$ cat config.mk
export PLATFORM = sky130hd
export DESIGN_NAME = flash_ssram_bus_ctrl
export DESIGN_NICKNAME = d
export VERILOG_FILES = /design/src/rtl/flash_ssram_bus_pkg.sv /design/src/rtl/fsb_cycle_counter.sv /design/src/rtl/flash_ssram_bus_ctrl.sv
export SDC_FILE = /design/constraint.sdc
export NUM_CORES = 1
export LEC_CHECK = 0
export ABC_AREA = 0
export CORE_MARGIN = 2
export CORE_UTILIZATION = 35
export DETAILED_ROUTE_END_ITERATION = 10
export GPL_ROUTABILITY_DRIVEN = 0
export GPL_TIMING_DRIVEN = 0
export MAX_ROUTING_LAYER = met4
export PLACE_DENSITY = 0.66
export SLEW_MARGIN = 20
export SYNTH_ARGS = -nofsm -noshare
export SYNTH_HDL_FRONTEND = slang
export SYNTH_HIERARCHICAL = 1
export SYNTH_SLANG_ARGS = --single-unit
$ cat constraint.sdc
create_clock -name osc_clk -period 3.25 [get_ports osc_clk]
set_clock_uncertainty 0.05 [all_clocks]
set_input_delay 0.65 -clock osc_clk [delete_from_list [all_inputs] [get_ports osc_clk]]
set_output_delay 0.65 -clock osc_clk [all_outputs]
set_load 0.02 [all_outputs]
$ cat src/rtl/flash_ssram_bus_pkg.sv
// Shared types and constants for the flash/SSRAM shared-bus controller:
// FSM state encoding, bus widths and the device id used for round-robin.
package flash_ssram_bus_pkg;

  localparam int ADDR_W    = 26;
  localparam int DATA_W    = 32;
  localparam int FL_DATA_W = 16;

  typedef enum logic [3:0] {
    ST_IDLE,
    ST_FL_SETUP,
    ST_FL_ACCESS,
    ST_FL_HOLD,
    ST_SR_ADDR,
    ST_SR_WR,
    ST_SR_RD,
    ST_DONE,
    ST_TURN
  } state_e;

  typedef enum logic {
    DEV_FLASH = 1'b0,
    DEV_SSRAM = 1'b1
  } dev_e;

  function automatic int max_int(input int a, input int b);
    return (a > b) ? a : b;
  endfunction

endpackage

$ cat src/rtl/fsb_cycle_counter.sv
// Loadable down-counter with zero flag. Counts down to zero and sticks there;
// a load overrides the decrement. Used for every programmable phase length.
module fsb_cycle_counter #(
  parameter int           W       = 4,
  parameter logic [W-1:0] RST_VAL = '0
) (
  input  logic         clk,
  input  logic         rst_n,
  input  logic         load,
  input  logic [W-1:0] load_val,
  output logic         zero
);

  logic [W-1:0] count;

  // Load has priority; otherwise decrement until zero.
  always_ff @(posedge clk or negedge rst_n) begin
    if (!rst_n) begin
      count <= RST_VAL;
    end else if (load) begin
      count <= load_val;
    end else if (count != '0) begin
      count <= count - 1'b1;
    end
  end

  assign zero = (count == '0);

endmodule

$ cat src/rtl/flash_ssram_bus_ctrl.sv
// Arbiter and cycle sequencer for the shared flash/SSRAM address/data bus.
// Round-robin grant between a 16-bit async flash client and a 32-bit sync
// SSRAM client; all pin-side outputs are registered.
// Optional feature macro: FSB_FLASH_RESET_EN (flash reset pulse after reset
// release, flash grants held off until the flash has been out of reset 4 cycles).
module flash_ssram_bus_ctrl
  import flash_ssram_bus_pkg::*;
#(
  parameter int FL_SETUP_CYC  = 2,
  parameter int FL_ACCESS_CYC = 8,
  parameter int FL_HOLD_CYC   = 2,
  parameter int SR_AW         = 20,
  parameter int SR_RD_LAT     = 2,
  parameter int TURN_CYC      = 1
`ifdef FSB_FLASH_RESET_EN
  , parameter int RST_PULSE_CYC = 64
`endif
) (
  input  logic                 osc_clk,
  input  logic                 reset_n,
  input  logic                 fl_req,
  input  logic                 fl_we,
  input  logic [ADDR_W-1:0]    fl_addr,
  input  logic [FL_DATA_W-1:0] fl_wdata,
  output logic [FL_DATA_W-1:0] fl_rdata,
  output logic                 fl_ack,
  input  logic                 sr_req,
  input  logic                 sr_we,
  input  logic [3:0]           sr_be,
  input  logic [SR_AW-1:0]     sr_addr,
  input  logic [DATA_W-1:0]    sr_wdata,
  output logic [DATA_W-1:0]    sr_rdata,
  output logic                 sr_ack,
  output logic [ADDR_W-1:0]    bus_a,
  output logic [DATA_W-1:0]    bus_d_out,
  output logic                 bus_d_oe,
  input  logic [DATA_W-1:0]    bus_d_in,
  output logic                 flash_cs_n,
  output logic                 flash_oe_n,
  output logic                 flash_wr_n,
  output logic                 ssram_ce_n,
  output logic                 ssram_adsc_n,
  output logic                 ssram_oe_n,
  output logic                 ssram_bwe_n,
  output logic [3:0]           ssram_bw_n,
  output logic                 flash_reset_n
);

  // Counter holds (phase length - 1); width covers the longest phase.
  localparam int CNT_MAX   = max_int(max_int(max_int(FL_SETUP_CYC - 1, FL_ACCESS_CYC - 1),
                                             max_int(FL_HOLD_CYC - 1, SR_RD_LAT - 1)),
                                     max_int(TURN_CYC, 1));
  localparam int CW        = $clog2(CNT_MAX + 1);
  localparam int TURN_LOAD = (TURN_CYC > 0) ? TURN_CYC - 1 : 0;

  state_e          state;
  dev_e            last_grant;
  logic            cur_we;
  logic            cnt_load;
  logic [CW-1:0]   cnt_val;
  logic            cnt_zero;
  logic            fl_ready;
  logic            fl_pending;
  logic            grant_fl;
  logic            grant_sr;

`ifdef FSB_FLASH_RESET_EN
  localparam int RW = $clog2(max_int(RST_PULSE_CYC, 4));
  logic rst_zero;
  logic rst_load;

  // First the pulse length, then a reload of 3 for the 4-cycle settle window.
  assign rst_load = !flash_reset_n && rst_zero;

  fsb_cycle_counter #(.W(RW), .RST_VAL(RW'(RST_PULSE_CYC - 1))) u_rst_cnt (
    .clk      (osc_clk),
    .rst_n    (reset_n),
    .load     (rst_load),
    .load_val (RW'(3)),
    .zero     (rst_zero)
  );

  // Release the flash after the pulse, then open flash grants after settling.
  always_ff @(posedge osc_clk or negedge reset_n) begin
    if (!reset_n) begin
      flash_reset_n <= 1'b0;
      fl_ready      <= 1'b0;
    end else if (!flash_reset_n && rst_zero) begin
      flash_reset_n <= 1'b1;
    end else if (flash_reset_n && rst_zero) begin
      fl_ready      <= 1'b1;
    end
  end
`else
  assign flash_reset_n = 1'b1;
  assign fl_ready      = 1'b1;
`endif

  // Round-robin: a lone request wins, a tie goes to the device not granted last.
  assign fl_pending = fl_req && fl_ready;
  assign grant_fl   = fl_pending && (!sr_req || last_grant == DEV_SSRAM);
  assign grant_sr   = sr_req && (!fl_pending || last_grant == DEV_FLASH);

  // Phase counter reload on each timed-state entry.
  always_comb begin
    cnt_load = 1'b0;
    cnt_val  = '0;
    case (state)
      ST_IDLE:      begin cnt_load = 1'b1; cnt_val = CW'(FL_SETUP_CYC - 1); end
      ST_FL_SETUP:  if (cnt_zero) begin cnt_load = 1'b1; cnt_val = CW'(FL_ACCESS_CYC - 1); end
      ST_FL_ACCESS: if (cnt_zero) begin cnt_load = 1'b1; cnt_val = CW'(FL_HOLD_CYC - 1); end
      ST_SR_ADDR:   begin cnt_load = 1'b1; cnt_val = CW'(SR_RD_LAT - 1); end
      ST_DONE:      begin cnt_load = 1'b1; cnt_val = CW'(TURN_LOAD); end
      default:      ;
    endcase
  end

  fsb_cycle_counter #(.W(CW), .RST_VAL(CW'(0))) u_phase_cnt (
    .clk      (osc_clk),
    .rst_n    (reset_n),
    .load     (cnt_load),
    .load_val (cnt_val),
    .zero     (cnt_zero)
  );

  // Sequencer: outputs are set on the transition into each state so they are
  // registered and valid for the whole state.
  always_ff @(posedge osc_clk or negedge reset_n) begin
    if (!reset_n) begin
      state        <= ST_IDLE;
      last_grant   <= DEV_SSRAM;
      cur_we       <= 1'b0;
      flash_cs_n   <= 1'b1;
      flash_oe_n   <= 1'b1;
      flash_wr_n   <= 1'b1;
      ssram_ce_n   <= 1'b1;
      ssram_adsc_n <= 1'b1;
      ssram_oe_n   <= 1'b1;
      ssram_bwe_n  <= 1'b1;
      ssram_bw_n   <= 4'hF;
      bus_a        <= '0;
      bus_d_out    <= '0;
      bus_d_oe     <= 1'b0;
      fl_ack       <= 1'b0;
      sr_ack       <= 1'b0;
      fl_rdata     <= '0;
      sr_rdata     <= '0;
    end else begin
      fl_ack <= 1'b0;
      sr_ack <= 1'b0;
      case (state)
        ST_IDLE: begin
          if (grant_fl) begin
            state      <= ST_FL_SETUP;
            last_grant <= DEV_FLASH;
            cur_we     <= fl_we;
            flash_cs_n <= 1'b0;
            bus_a      <= fl_addr;
            bus_d_out  <= {16'h0000, fl_wdata};
            bus_d_oe   <= fl_we;
          end else if (grant_sr) begin
            state        <= ST_SR_ADDR;
            last_grant   <= DEV_SSRAM;
            cur_we       <= sr_we;
            ssram_ce_n   <= 1'b0;
            ssram_adsc_n <= 1'b0;
            bus_a        <= ADDR_W'(sr_addr);
          end
        end
        ST_FL_SETUP: begin
          if (cnt_zero) begin
            state <= ST_FL_ACCESS;
            if (cur_we) flash_wr_n <= 1'b0;
            else        flash_oe_n <= 1'b0;
          end
        end
        ST_FL_ACCESS: begin
          if (cnt_zero) begin
            state      <= ST_FL_HOLD;
            flash_oe_n <= 1'b1;
            flash_wr_n <= 1'b1;
            if (!cur_we) fl_rdata <= bus_d_in[FL_DATA_W-1:0];
          end
        end
        ST_FL_HOLD: begin
          if (cnt_zero) begin
            state      <= ST_DONE;
            flash_cs_n <= 1'b1;
            bus_d_oe   <= 1'b0;
            fl_ack     <= 1'b1;
          end
        end
        ST_SR_ADDR: begin
          ssram_adsc_n <= 1'b1;
          if (cur_we) begin
            state       <= ST_SR_WR;
            ssram_bwe_n <= 1'b0;
            ssram_bw_n  <= ~sr_be;
            bus_d_out   <= sr_wdata;
            bus_d_oe    <= 1'b1;
          end else begin
            state      <= ST_SR_RD;
            ssram_oe_n <= 1'b0;
          end
        end
        ST_SR_WR: begin
          state       <= ST_DONE;
          ssram_ce_n  <= 1'b1;
          ssram_bwe_n <= 1'b1;
          ssram_bw_n  <= 4'hF;
          bus_d_oe    <= 1'b0;
          sr_ack      <= 1'b1;
        end
        ST_SR_RD: begin
          if (cnt_zero) begin
            state      <= ST_DONE;
            ssram_ce_n <= 1'b1;
            ssram_oe_n <= 1'b1;
            sr_rdata   <= bus_d_in;
            sr_ack     <= 1'b1;
          end
        end
        ST_DONE: begin
          if (!cur_we && TURN_CYC > 0) state <= ST_TURN;
          else                         state <= ST_IDLE;
        end
        ST_TURN: begin
          if (cnt_zero) state <= ST_IDLE;
        end
        default: state <= ST_IDLE;
      endcase
    end
  end

endmodule
Word level (Yosys, flattened, before mapping)
Cells that the tools add are included.
- bits in registers: 129
- latch bits: 0
- memory bits (writable): 0
- bits in read-only memories: 0
- input port bits: 136
- output and inout port bits: 121
- word-level logic and storage cells: 128
- memories: 0
- add/subtract/negate cells: 1
- multipliers: 0
- divide/modulo/power cells: 0
- $lt $le $gt $ge: 0
- eq/ne operators: 22
- shift-type cells: 0
- mux-type cells: 48
- bitwise logic cells: 3
- reductions and logical operators: 35
- operator list (kind ; count):
    $mux 32 ; 2
    $pmux 32 s2 ; 1
    $mux 26 ; 2
    $mux 4 ; 8
    $pmux 4 s8 ; 1
    $ne 2x2->1 const B ; 12
    $mux 1 ; 18
    $eq 4x3->1 const B ; 4
    $pmux 1 s2 ; 8
    $reduce_and 4->1 ; 4
    $reduce_and 3->1 ; 5
    $reduce_bool 2->1 ; 7
    $mux 3 ; 3
    $pmux 3 s3 ; 1
    $eq 4x2->1 const B ; 2
    $pmux 4 s2 ; 1
    $reduce_and 2->1 ; 3
    $reduce_bool 3->1 ; 2
    $reduce_or 2->1 ; 3
    $reduce_and 5->1 ; 1
    $eq 4x1->1 const B ; 1
    $eq 4x4->1 const B ; 1
    $logic_not 4->1 ; 1
    $not 4->4 ; 1
    other kinds (13) ; 17

Depth between registers and ports, before layout
- depth after elaboration: 6
- mapped depth: 9

Hierarchy
The synthesis kept the hierarchy.
- by module, submodules not included (module ; instances ; cells each ; area each (µm²)):
    flash_ssram_bus_ctrl ; 1 ; 424 ; 5275.1
    fsb_cycle_counter ; 1 ; 21 ; 201.4

Least setup slack after synthesis
No wires, ideal clock.
- path kind: register to register
- start: register u_phase_cnt.count[0]
- end: register fl_rdata[10]
- setup time: 125 ps
- arrival: 2212 ps
- setup slack: 863 ps
- cell stages (with the launch flop): 10
- buffers on the path: 2
- clock period less this slack: 2387 ps
- cell sequence: dfrtp_1 inv_1 ha_1 nand2b_1 inv_1 or3b_1 or4_1 buf_2 buf_6 mux2_4
- word-level cells in the longest chain between the ends: 2
- RTL lines (element ; line ; text):
    start, declared ; fsb_cycle_counter.sv:14 ; logic [W-1:0] count;
    start signal, assigned ; fsb_cycle_counter.sv:21 ; count <= load_val;
    start signal, assigned ; fsb_cycle_counter.sv:23 ; count <= count - 1'b1;
    $logic_not 3->1 ; fsb_cycle_counter.sv:27 ; assign zero = (count == '0);
    net cnt_zero ; flash_ssram_bus_ctrl.sv:61 ; logic cnt_zero;
    $reduce_and 3->1 (no source line) ; - ;
    end signal, assigned ; flash_ssram_bus_ctrl.sv:182 ; if (!cur_we) fl_rdata <= bus_d_in[FL_DATA_W-1:0];
    end, declared ; flash_ssram_bus_ctrl.sv:25 ; output logic [FL_DATA_W-1:0] fl_rdata,
The timed path passes the listed nets, and every way through them passes these cells.
A chain may end at the register's enable or synchronous reset.

Worst setup path in the final report
Same ends and word-level chain as after synthesis.

==> flow_summary_export.csv <==
group,metric,value,unit
synth,synth_edf_count,0,
sta,setup_viol,0,
sta,holdWs,0.0881,ns
final_layout,area.growth.synth_to_final,63.1,%
final_layout,post-route-cell-area,8930,sq um
synth,synthSimpleGateAreaFrac,8.04,%
detailed_routing,first_iter_violations,317,
synth,syn-mean-instance-area,12.3,sq um
run_status,status,"finished, final reports clean",
setup_path,startpoint_type,"flip-flop",
detailed_routing,drt_drc_violations_left,0,
final_layout,utilization,58.6,%
die,coreArea,15300,sq um
cts,ctsHoldBuffers,0,
die,row_count,45,
place,port_buffers,255,
final_layout,insertedDiodeCount,0,
cts,clockRootBuffer,"clkbuf_16",
pwr,total_power,9.20,mW
pwr,p_leak,3.85,nW
global_route,grt_first_pass_wirelength,23.4,mm
die,die-width,129,um
cts,clk_pin_slew_worst_paths,0.06,ns
setup_path,cpPeakStageDelay,0.44,ns
synth,synth_xor_area_share,0.160,%
die,ios,257,
die,dieArea,16700,sq um
detailed_routing,vias,4562,
setup_path,criticalPathCategory,"reg2reg",
detailed_routing,vias_per_cell,4.83,
global_route,grt_util_all_layers,18.8,%
sta,worstMarginPinSlew,0.738,ns
synth,synth-compound-area-share,11.6,%
synth,syn-num-nets,583,
synth,synthArstFlopShare,100,%
synth,synth-seq-area-share,59.2,%
pwr,power.density,1030,nW/um^2
setup_path,slowest_stage,"or3b_1",
setup_path,cp_common_cell,"inv_1",
setup_path,cp_cell_sequence,"inv_1 > ha_1 > nand2b_1 > inv_1 > or3b_1 > or4_1 > buf_2 > buf_6 > mux2_4",
synth,synthMuxAreaShare,17.3,%
setup_path,reg2reg_slack,0.55,ns
final_layout,num-nets-final,858,
sta,final_hold_viol_count,0,
cts,cts_max_level,4,
setup_path,endpoint_kind,"flip-flop",
die,die_y,129,um
place,dp_hpwl,11.7,mm
setup_path,cp.required,3.49,ns
global_route,gr-total-overflow,0,
pwr,ir_worst_vdd,0.000446,V
synth,synth_area,5480,sq um
synth,synthFlopType,"dfrtp_1",
cts,cts-resized-gates,0,
job,maxCapViolCount,0,
synth,synthAdderAreaFrac,0.640,%
setup_path,cp.arrival,2.94,ns
cts,clockBufferDepth,2,
detailed_routing,drtPass1Iterations,4,
synth,ys_seq_elements,129,
detailed_routing,detail-route-antenna-nets,0,
sta,slew_viol_final,0,
synth,syn-instance-count,445,
synth,yosys_warnings,6,
global_route,grt_start_max_net_pins,75,
sta,rsz0062_at_grt,"false",
die,start_util,35.9,%
place,place_area,8330,sq um
synth,synth_top_family_by_area,"multiplexers",
sta,timing.fmax,0.371,GHz
global_route,grt_pass1_vias,4543,
global_route,grt_antenna_before_repair,0,
setup_path,cp_max_fo,10,
synth,ys_types,45,
final_layout,drive_gt1_share,14.3,%
detailed_routing,postRouteWirelength,15.4,mm
cts,numCtsBuffers,17,
cts,post_cts_buffers,0,
cts,cts_sinks,129,
detailed_routing,wire_per_inst,16.3,um
sta,max_slew_margin,50.8,%
cts,worstSkewPairLatency,0.41,ns
sta,finalCriticalPeriod,2.70,ns
sta,finalCritPeriodShare,83.0,%
hold_path,hold_class,"in2async",
cts,cts_tree,"done",
==> final cells by class <==
type / count / area [sq um]
plain buffers: 29 / 130
repair buffers: 256 / 2580
flip-flops and latches: 129 / 3240
well taps: 211 / 264
fillers: 1280 / 6320
multi-input cells: 278 / 2070
clock inverters: 15 / 184
clock buffers: 17 / 425
inverters: 9 / 33.8
==> critical path, delay by kind of cell, from the launching register on <==
kind	cells	cell delay [ns]
fa+ha+maj	1	0.20
simple gates	3	0.95
mux	1	0.30
flops	1	0.39
buf+inv	4	0.66
==> sequential cells by signal, indices dropped and copies added (netlist names), 3 cells and up <==
name,flops
state,4
u_phase_cnt/count,3
fl_rdata,16
bus_d_out,32
bus_a,26
sr_rdata,32
ssram_bw_n,4
==> cell usage after synthesis (3+ instances only) <==
cell type | n | area [sq um]
nand3_1 | 3 | 15.0
a22o_1 | 22 | 193
o211ai_1 | 4 | 30.0
o21ai_0 | 45 | 225
nor2b_1 | 7 | 43.8
nor4b_1 | 3 | 26.3
mux2i_1 | 37 | 370
mux2_4 | 10 | 150
or4_1 | 3 | 22.5
a221oi_1 | 6 | 52.6
dfrtp_1 | 117 | 2930
nor2_1 | 12 | 45.0
dfstp_2 | 12 | 315
mux2_2 | 38 | 428
nand2b_1 | 3 | 18.8
clkbuf_1 | 19 | 71.3
buf_2 | 5 | 25.0
nand2_1 | 48 | 180
inv_1 | 9 | 33.8
a21oi_1 | 7 | 35.0
==> per-layer routing <==
metal | part of all wire [%] | vias to the layer above | global-route usage [%]
li1 | - | 2145 | -
met1 | 42 | 2169 | 22.6
met2 | 46 | 229 | 29.4
met3 | 9.7 | 19 | 6.90
met4 | 1.5 | 0 | 6.78
met5 | 0 | - | -
==> where the power goes <==
group	internal, mW	leakage (nW)	total, mW	switching [mW]
Clock	1.21	0.291	1.95	0.737
Combinational	2.18	1.99	4.38	2.21
Sequential	2.44	1.56	2.86	0.422
Total	5.83	3.85	9.20	3.37
==> metrics by stage <==
stage,TNS [ns],worst slack (ns),cells
finish,0,0.552,944
global route,0,0.418,944
CTS,0,0.557,944
detailed placement,0,0.418,912
global placement,-431.20,-3.50,911
floorplan,0,0.863,445
==> worst paths after layout <==
check	cells past startpoint	from	to
min	1	reset_n	bus_d_out[9]
min in group osc_clk	2	ssram_oe_n	ssram_oe_n
max reg2reg	9	u_phase_cnt/count[0]	fl_rdata[10]
max	9	u_phase_cnt/count[0]	fl_rdata[10]
min reg2reg	2	ssram_oe_n	ssram_oe_n
max in group asynchronous	2	reset_n	ssram_ce_n
==> cells by family after synthesis <==
logic type	Yosys count
muxes	85
xor gates and xnor gates	1
other	1
AOI/OAI and AO/OA	96
buffers and inverters	38
and+or+nand+nor	92
adders and majority gates	3
DFF	129
==> layout by cell type (no fill, tap or decap), types with 5 or more instances in the layout <==
master and n:
clkdlybuf4s50_1 254, dfrtp_1 117, nand2_1 48, o21ai_0 45, mux2_2 38, mux2i_1 37
a22o_1 22, clkbuf_1 19, clkbuf_16 17, nor2_1 12, dfstp_2 12, mux2_4 10
inv_1 9, a21oi_1 7, nor2b_1 7, a221oi_1 6, buf_2 5
Power figures use the tool's default switching activity.
